**src/rtl/gelato_fetch_arbiter.sv**
```systemverilog
// gelato_fetch_arbiter: shares one instruction-fetch port round-robin among
// active warps. Each warp may have at most one fetch outstanding until decode
// responds, and may only fetch while it holds ibuffer credits.
module gelato_fetch_arbiter #(
    parameter int NUM_WARPS  = 4,
    parameter int PC_WIDTH   = 32,
    parameter int IBUF_DEPTH = 4,
    localparam int WID = $clog2(NUM_WARPS),
    localparam int CW  = $clog2(IBUF_DEPTH + 1)
) (
    input  logic                          clk,
    input  logic                          rst,
    input  logic                          rdy,
    input  logic [NUM_WARPS-1:0]          warp_valid,
    input  logic [NUM_WARPS*PC_WIDTH-1:0] warp_pc,
    input  logic [NUM_WARPS-1:0]          ibuf_release,
    input  logic                          resp_valid,
    input  logic [WID-1:0]                resp_warp_id,
    output logic                          fetch_valid,
    input  logic                          fetch_ready,
    output logic [WID-1:0]                fetch_warp_id,
    output logic [PC_WIDTH-1:0]           fetch_pc,
    output logic                          credit_err
);

    // Registered state
    logic                          r_fetch_valid;
    logic [WID-1:0]                r_fetch_warp_id;
    logic [PC_WIDTH-1:0]           r_fetch_pc;
    logic                          r_credit_err;
    logic [NUM_WARPS-1:0][CW-1:0]  r_credits;
    logic [NUM_WARPS-1:0]          r_inflight;
    logic [WID-1:0]                r_rr_ptr;

    // Combinational helpers
    logic                          w_grant;
    logic                          w_load;
    logic [NUM_WARPS-1:0]          w_grant_vec;
    logic [NUM_WARPS-1:0]          w_resp_vec;
    logic [NUM_WARPS-1:0]          w_elig;
    logic                          w_found;
    logic [WID-1:0]                w_sel;
    logic [PC_WIDTH-1:0]           w_sel_pc;
    logic [NUM_WARPS-1:0][CW-1:0]  w_cred_nxt;
    logic [NUM_WARPS-1:0]          w_infl_nxt;
    logic                          w_rel_err;

    assign fetch_valid   = r_fetch_valid;
    assign fetch_warp_id = r_fetch_warp_id;
    assign fetch_pc      = r_fetch_pc;
    assign credit_err    = r_credit_err;

    // Decode grant/response per warp and derive eligibility; the warp being
    // granted now is excluded because its inflight bit is only just being set.
    always_comb begin
        w_grant     = rdy & r_fetch_valid & fetch_ready;
        w_load      = rdy & (~r_fetch_valid | fetch_ready);
        w_grant_vec = '0;
        w_resp_vec  = '0;
        w_elig      = '0;
        for (int i = 0; i < NUM_WARPS; i++) begin
            w_grant_vec[i] = w_grant & (r_fetch_warp_id == WID'(i));
            w_resp_vec[i]  = resp_valid & (resp_warp_id == WID'(i));
            w_elig[i]      = warp_valid[i] & ~r_inflight[i] &
                             (r_credits[i] != '0) & ~w_grant_vec[i];
        end
    end

    // Round-robin search of eligible warps starting at the pointer, then PC mux.
    always_comb begin
        logic [WID-1:0] idx;
        idx      = '0;
        w_found  = 1'b0;
        w_sel    = r_rr_ptr;
        w_sel_pc = '0;
        for (int k = 0; k < NUM_WARPS; k++) begin
            idx = r_rr_ptr + WID'(k);
            if (!w_found && w_elig[idx]) begin
                w_found = 1'b1;
                w_sel   = idx;
            end
        end
        for (int i = 0; i < NUM_WARPS; i++) begin
            if (w_sel == WID'(i)) begin
                w_sel_pc = warp_pc[i*PC_WIDTH +: PC_WIDTH];
            end
        end
    end

    // Next credit and inflight values; a release and a grant on the same warp
    // cancel out, and a release into a full counter saturates and flags error.
    always_comb begin
        w_rel_err  = 1'b0;
        w_cred_nxt = r_credits;
        w_infl_nxt = r_inflight;
        for (int i = 0; i < NUM_WARPS; i++) begin
            w_infl_nxt[i] = w_grant_vec[i] | (r_inflight[i] & ~w_resp_vec[i]);
            if (ibuf_release[i] && !w_grant_vec[i]) begin
                if (r_credits[i] == CW'(IBUF_DEPTH)) begin
                    w_rel_err = 1'b1;
                end else begin
                    w_cred_nxt[i] = r_credits[i] + CW'(1);
                end
            end else if (w_grant_vec[i] && !ibuf_release[i]) begin
                w_cred_nxt[i] = r_credits[i] - CW'(1);
            end
        end
    end

    // State register: reset wins, rdy=0 freezes everything, otherwise update
    // bookkeeping and load a new request whenever the output slot is free.
    always_ff @(posedge clk) begin
        if (rst) begin
            r_fetch_valid   <= 1'b0;
            r_fetch_warp_id <= '0;
            r_fetch_pc      <= '0;
            r_credit_err    <= 1'b0;
            r_inflight      <= '0;
            r_rr_ptr        <= '0;
            for (int i = 0; i < NUM_WARPS; i++) begin
                r_credits[i] <= CW'(IBUF_DEPTH);
            end
        end else if (rdy) begin
            r_credits    <= w_cred_nxt;
            r_inflight   <= w_infl_nxt;
            r_credit_err <= r_credit_err | w_rel_err;
            if (w_load) begin
                if (w_found) begin
                    r_fetch_valid   <= 1'b1;
                    r_fetch_warp_id <= w_sel;
                    r_fetch_pc      <= w_sel_pc;
                    r_rr_ptr        <= w_sel + WID'(1);
                end else begin
                    r_fetch_valid   <= 1'b0;
                end
            end
        end
    end

endmodule

```
**config.mk**
```make
export PLATFORM = sky130hd
export DESIGN_NAME = gelato_fetch_arbiter
export DESIGN_NICKNAME = d
export VERILOG_FILES = /design/src/rtl/gelato_fetch_arbiter.sv
export SDC_FILE = /design/constraint.sdc
export NUM_CORES = 1
export LEC_CHECK = 0
export CORE_MARGIN = 3
export CORE_UTILIZATION = 29
export DETAILED_ROUTE_END_ITERATION = 16
export REMOVE_ABC_BUFFERS = 1
export SYNTH_ARGS = -nofsm -noshare
export SYNTH_HDL_FRONTEND = slang
export SYNTH_SLANG_ARGS = --single-unit
```
**constraint.sdc**
```tcl
create_clock -name clk -period 8.4 [get_ports clk]
set_input_delay 2.52 -clock clk [delete_from_list [all_inputs] [get_ports clk]]
set_output_delay 2.52 -clock clk [all_outputs]
set_load 0.03 [all_outputs]
```
Word level (Yosys, flattened, before mapping):

Cells that the tools add are included.
W data, S select, Z words.

* input bits: 143
* bits in latches: 0
* register bits: 54
* memories kept: 0
* memory bits (writable): 0
* bits in read-only memories: 0

* $add $sub $neg: 12
* bitwise gates (word level): 46
* reductions and logical operators: 39
* mux-type cells: 40
* equality and inequality tests: 17
* multiply operators: 0
* shift operators: 0
* order comparisons: 4
* divide/modulo/power cells: 0

Operator list (count)
* $mux W32: 4
* $mux W3: 12
* $and A1 B1 Y1: 27
* $mux W1: 17
* $reduce_and A3 Y1: 5
* $not A1 Y1: 13
* $add A3 B1 Y3 const B: 4
* $eq A2 B2 Y1 const B: 6
* $eq A3 B3 Y1 const B: 4
* $lt A2 B3 Y1 const B: 4
* $reduce_bool A3 Y1: 4
* $sub A3 B1 Y3 const B: 4
* $logic_and A1 B1 Y1: 11
* $logic_not A1 Y1: 11
* $bmux W1 S2: 4
* $ne A2 B2 Y1 const B: 4
* $reduce_bool A2 Y1: 4
* $eq A2 B1 Y1 const B: 3
* $logic_not A2 Y1: 3
* $mux W2: 3
* $or A1 B1 Y1: 6
* $add A2 B1 Y2 const B: 2
* $add A2 B2 Y2 const B: 2
* $reduce_and A2 Y1: 1

Depth between registers and ports, before layout:

* depth in word-level cells: 22
* gate-level depth with buffers: 14
* gate-level depth less buffers: 11

Worst setup path before layout:

OpenSTA, ideal clock, no wires.

* path type: input-to-reg
* start point: in rdy
* end point: reg r_fetch_pc[30], in the netlist fetch_pc[30]
* slack: 3.544 ns
* data arrival time: 4.740 ns
* library setup time: 0.116 ns
* cell stages on the path: 13
* path buffers: 3
* data required time: 8.284 ns
* cells stage by stage: and3b_1 > buf_6 > a211oi_1 > a22oi_1 > o2bb2ai_1 > or2_2 > ha_1 > clkbuf_1 > clkbuf_1 > a21oi_1 > a21oi_1 > o211ai_1 > o211a_1

* longest elaborated chain between the ends: 22
* elaborated cells between the ends (all ways): 45
* those cells by class: eq/ne (3); mux (19); bitwise (15); reduce/logical (8)

RTL lines
* start: declaration: line 13 `input logic rdy,`
* $and A1 B1 Y1 (2 in series): line 56 `w_grant = rdy & r_fetch_valid & fetch_ready;`
* $and A1 B1 Y1: line 62 `w_grant_vec[i] = w_grant & (r_fetch_warp_id == WID'(i));`
* $not A1 Y1: line 65 `(r_credits[i] != '0) & ~w_grant_vec[i];`
* $and A1 B1 Y1: line 65
* $bmux W1 S2: line 78 `if (!w_found && w_elig[idx]) begin`
* $mux W1 (implied by the code): line 78
* $mux W1: line 78
* $logic_not A1 Y1: line 78
* (+2 left out)
* $logic_not A1 Y1: line 78
* $logic_and A1 B1 Y1: line 78
* $mux W1: line 78
* $logic_not A1 Y1: line 78
* $logic_and A1 B1 Y1: line 78
* $mux W2: line 78
* $logic_not A2 Y1: line 84 `if (w_sel == WID'(i)) begin`
* $mux W32 (4 in series): line 84
* end signal: assignment: line 131 `r_fetch_pc <= w_sel_pc;`
* end: declaration: line 29 `logic [PC_WIDTH-1:0] r_fetch_pc;`

Several ways; a longest one is shown, not always the timed one. The select of a mux whose other input is x is not followed.
A chain may end at the register's enable or synchronous reset.

Final worst setup path:

* start point: in rdy
* end point: reg r_fetch_pc[4], in the netlist fetch_pc[4]

* longest elaborated chain between the ends: 22
* elaborated cells between the ends (all ways): 45
* those cells by class: eq/ne (3); mux (19); bitwise (15); reduce/logical (8)

RTL lines
* $and A1 B1 Y1 * (2 in series): line 56
* $and A1 B1 Y1: line 62
* $not A1 Y1: line 65
* $and A1 B1 Y1: line 65
* $bmux W1 S2: line 78
* $mux W1 (implied by the code): line 78
* $mux W1: line 78
* $logic_not A1 Y1: line 78
* (+4 left out)
* $mux W1: line 78
* $logic_not A1 Y1: line 78
* $logic_and A1 B1 Y1: line 78
* $mux W2 *: line 78
* named net w_sel[1]: line 42 `logic [WID-1:0] w_sel;`
* $logic_not A2 Y1: line 84
* $mux W32 (3 in series): line 84
* $mux W32 *: line 84

Mark *: on every way through the listed nets, which the timed path passes. The rest lies on a longest branch. The select of a mux whose other input is x is not followed.

==> impl_metrics.csv <==
group,metric,value,unit
clocking,post_cts_resized,0,
routing,drt-total-wl,12500,µm
cells_and_area,num_antenna_cells,0,
routing,wl_per_cell,15.9,µm
critical_path,path_class,"primary input to flip-flop",
grt,grtUsageMet3,0.0610,
routing,initialDrtViolationCount,224,
cells_and_area,nets,768,
synthesis,ys_seq_area_frac,0.296,
routing,drc,0,
grt,grt_use_total,0.170,
critical_path,critical_path_required,8.58,ns
grt,met1_usage,0.189,
timing,final.min_clock_period,6.15,ns
synthesis,synth_top_area_frac,0.296,
pwr,leakage,0.00218,µW
floorplan,die-area,14000,µm²
clocking,cts_max_level,2,
critical_path,cpPeakStageDelay,0.98,ns
pwr,ir_worst_vdd,0.0000883,V
routing,firstDrtPassIters,5,
clocking,cts_tree,"done",
floorplan,die_y,118,µm
worst_hold_path,hp-class,"flip-flop to flip-flop",
timing,worstMarginPinSlew,1.20,ns
clocking,cts.sinks,54,
grt,busiest_layer,"met2",
routing,via_count,4055,
routing,ant_nets,0,
place,globalplace.congestion,0.818,
synthesis,yosysMostFrequentCell,"nand2_1",
grt,grt_pass1_wl,19700,µm
synthesis,synthArstFlopShare,0,
critical_path,crit_fanout,64,
grt,antenna_found_initial,0,
timing,relSlewSlack,0.202,
critical_path,arrival,6.33,ns
cells_and_area,fin_cells,785,
synthesis,yosys_most_used_dff,"dfxtp_1",
run,maxCapViolCount,0,
timing,fin_crit_sh,0.732,
synthesis,syn_inst,470,
synthesis,synth_edf_count,0,
place,dp_cells,778,
cells_and_area,synthToLayoutAreaGrowth,54.0,%
synthesis,avgSynthCellArea,7.76,µm²
critical_path,cp_cell_sequence,"clkdlybuf4s50_1, and3b_1, a211oi_1, o311ai_0, nand3_1, inv_1, ha_2, a21oi_1, a21oi_1, o211ai_1, o211a_1",
timing,finalHoldViolations,0,
clocking,clockRootBuffer,"clkbuf_16",
clocking,insertion_delay,0.29,ns
timing,rsz0062_at_grt,"no",
synthesis,yosys.area.top_type,"dfxtp_1",
status,status,"completed",
grt,overflow,0,
timing,setup_violations,0,
floorplan,core.rowCount,40,
grt,gr-usage-met2,0.303,
place,dp_hpwl,9160,µm
floorplan,ios,179,
routing,vias_per_cell,5.17,
grt,grt_max_degree,69,
clocking,hold_buffers,0,
critical_path,crit_slowest_cell,"ha_2",
cells_and_area,layout-drive-gt1-share,0.0308,
critical_path,cp_common_cell,"a21oi_1",
floorplan,start_util,0.300,
synthesis,synth_commonest_cells,"nand2_1 (77), a21oi_1 (76), dfxtp_1 (54)",
clocking,clk_pin_slew,0.07,ns
synthesis,yosysUniqueCellTypes,48,
synthesis,netlist_area,3650,µm²
clocking,cts_setup_buffers,0,
pwr,power_density,158,nW/µm²
clocking,clockBufferDepth,2,
clocking,cts_buffers,5,
synthesis,yosys_register_bits,54,
synthesis,yosysWarnings,0,
floorplan,core-area,12200,µm²
floorplan,die_w,118,µm
timing,maxSlewViolCount,0,
place,place.port_buffers,178,
timing,fmax,0.163,GHz
synthesis,synth_area_leaders,"dfxtp_1 (30%), a21oi_1 (10%), o211a_1 (8.8%)",
critical_path,worstSetupEndpointType,"flip-flop",
grt,first_global_vias,4057,
timing,finClkSkew,0.00709,ns
timing,tns,0,ns
critical_path,startpoint_type,"primary input",
==> stage by stage <==
stage | power, µW | hold slack, ns | util | setup slack [ns] | instance area [µm²]
6_report | 888 | 0.484 | 0.462 | 2.25 | 5620
5_1_grt | 946 | 0.514 | 0.462 | 1.90 | 5620
4_1_cts | 901 | 0.491 | 0.462 | 2.30 | 5620
3_5_place_dp | 694 | 0.473 | 0.451 | 2.03 | 5480
3_3_place_gp | 690 | 0.465 | 0.451 | 2.12 | 5480
2_1_floorplan | 524 | 0.437 | - | 2.93 | 3450
==> per-layer routing <==
| metal | share of wire | up-vias |
|---|---|---|
| met1 | 0.40 | 1884 |
| met3 | 0.088 | 17 |
| met4 | 0.020 | 0 |
| met2 | 0.50 | 133 |
| met5 | 0 | - |
| li1 | - | 2021 |
==> critical path: cells and delay by family <==
| kind | cells | cell delay, ns |
|---|---|---|
| AND/OR/NAND/NOR | 2 | 0.68 |
| adder cells (fa/ha/maj) | 1 | 0.98 |
| AO/OA/AOI/OAI | 6 | 1.23 |
| buffers and inverters | 2 | 0.90 |
==> sequential cells by signal, indices dropped and copies added, names as in the netlist <==
register,flops
r_inflight,4
fetch_warp_id,2
r_credits,12
fetch_pc,32
r_rr_ptr,2
credit_err,1
fetch_valid,1
==> where the power goes <==
part	total, µW	leakage, µW	switching [µW]	internal [µW]
clock network	202	0.0000640	92.7	110
registers	295	0.000444	15.6	280
logic	391	0.00167	207	184
total	888	0.00218	315	573
==> layout by cell type, fill, tap and decap left out, types with 2 or more instances in the layout <==
master / Yosys / routed
a21oi_1: 76 / 76
mux2i_1: 4 / 4
nor2_1: 9 / 9
nor3b_1: 4 / 4
o2bb2ai_1: 2 / 2
or2_2: 3 / 3
inv_1: 14 / 14
clkbuf_16: 0 / 5
fa_1: 4 / 4
nand3b_1: 33 / 33
o21ai_0: 16 / 16
a211oi_1: 5 / 5
nand2b_1: 3 / 3
ha_2: 0 / 3
o211a_1: 32 / 32
o31ai_1: 3 / 3
nor2b_1: 2 / 2
nor3_1: 5 / 5
o211ai_1: 37 / 37
nand2_1: 77 / 77
dfxtp_1: 54 / 54
clkbuf_1: 31 / 2
clkdlybuf4s50_1: 0 / 178
or3_1: 7 / 7
nand3_1: 8 / 8
o2111ai_2: 2 / 2
xnor2_1: 4 / 4
buf_4: 3 / 3
nand4_1: 2 / 2
a2111oi_0: 2 / 2
==> worst paths after layout <==
| path | start | to | slack [ns] | cells past startpoint |
|---|---|---|---|---|
| worst max register to register | fetch_valid$_SDFFE_PP0P_ | fetch_pc[4]$_SDFFE_PP0P_ | 4.58 | 10 |
| worst max-delay path | rdy | fetch_pc[4]$_SDFFE_PP0P_ | 2.25 | 11 |
| worst min register to register | r_inflight[0]$_SDFFE_PP0P_ | r_inflight[0]$_SDFFE_PP0P_ | 0.48 | 2 |
| worst min-delay path | r_inflight[0]$_SDFFE_PP0P_ | r_inflight[0]$_SDFFE_PP0P_ | 0.48 | 2 |
==> cell type report <==
class                           count  area [µm²]
Sequential cell                    54        1080
Timing Repair Buffer              181        1800
Multi-Input combinational cell    361        2330
Clock buffer                        7         133
Fill cell                        1209        6550
Tap cell                          168         210
Inverter                           14        52.6
==> kinds of logic (layout without fill, tap and decap cells) <==
logic type,count (synthesis),in the layout,share of synthesized area
flops,54,54,0.297
simple gates,157,157,0.220
mux,4,4,0.0110
xor+xnor,5,5,0.0120
buf+inv,55,202,0.0683
compound gates,187,187,0.356
fa+ha+maj,8,8,0.0357
(Power assumes the default switching activity.)
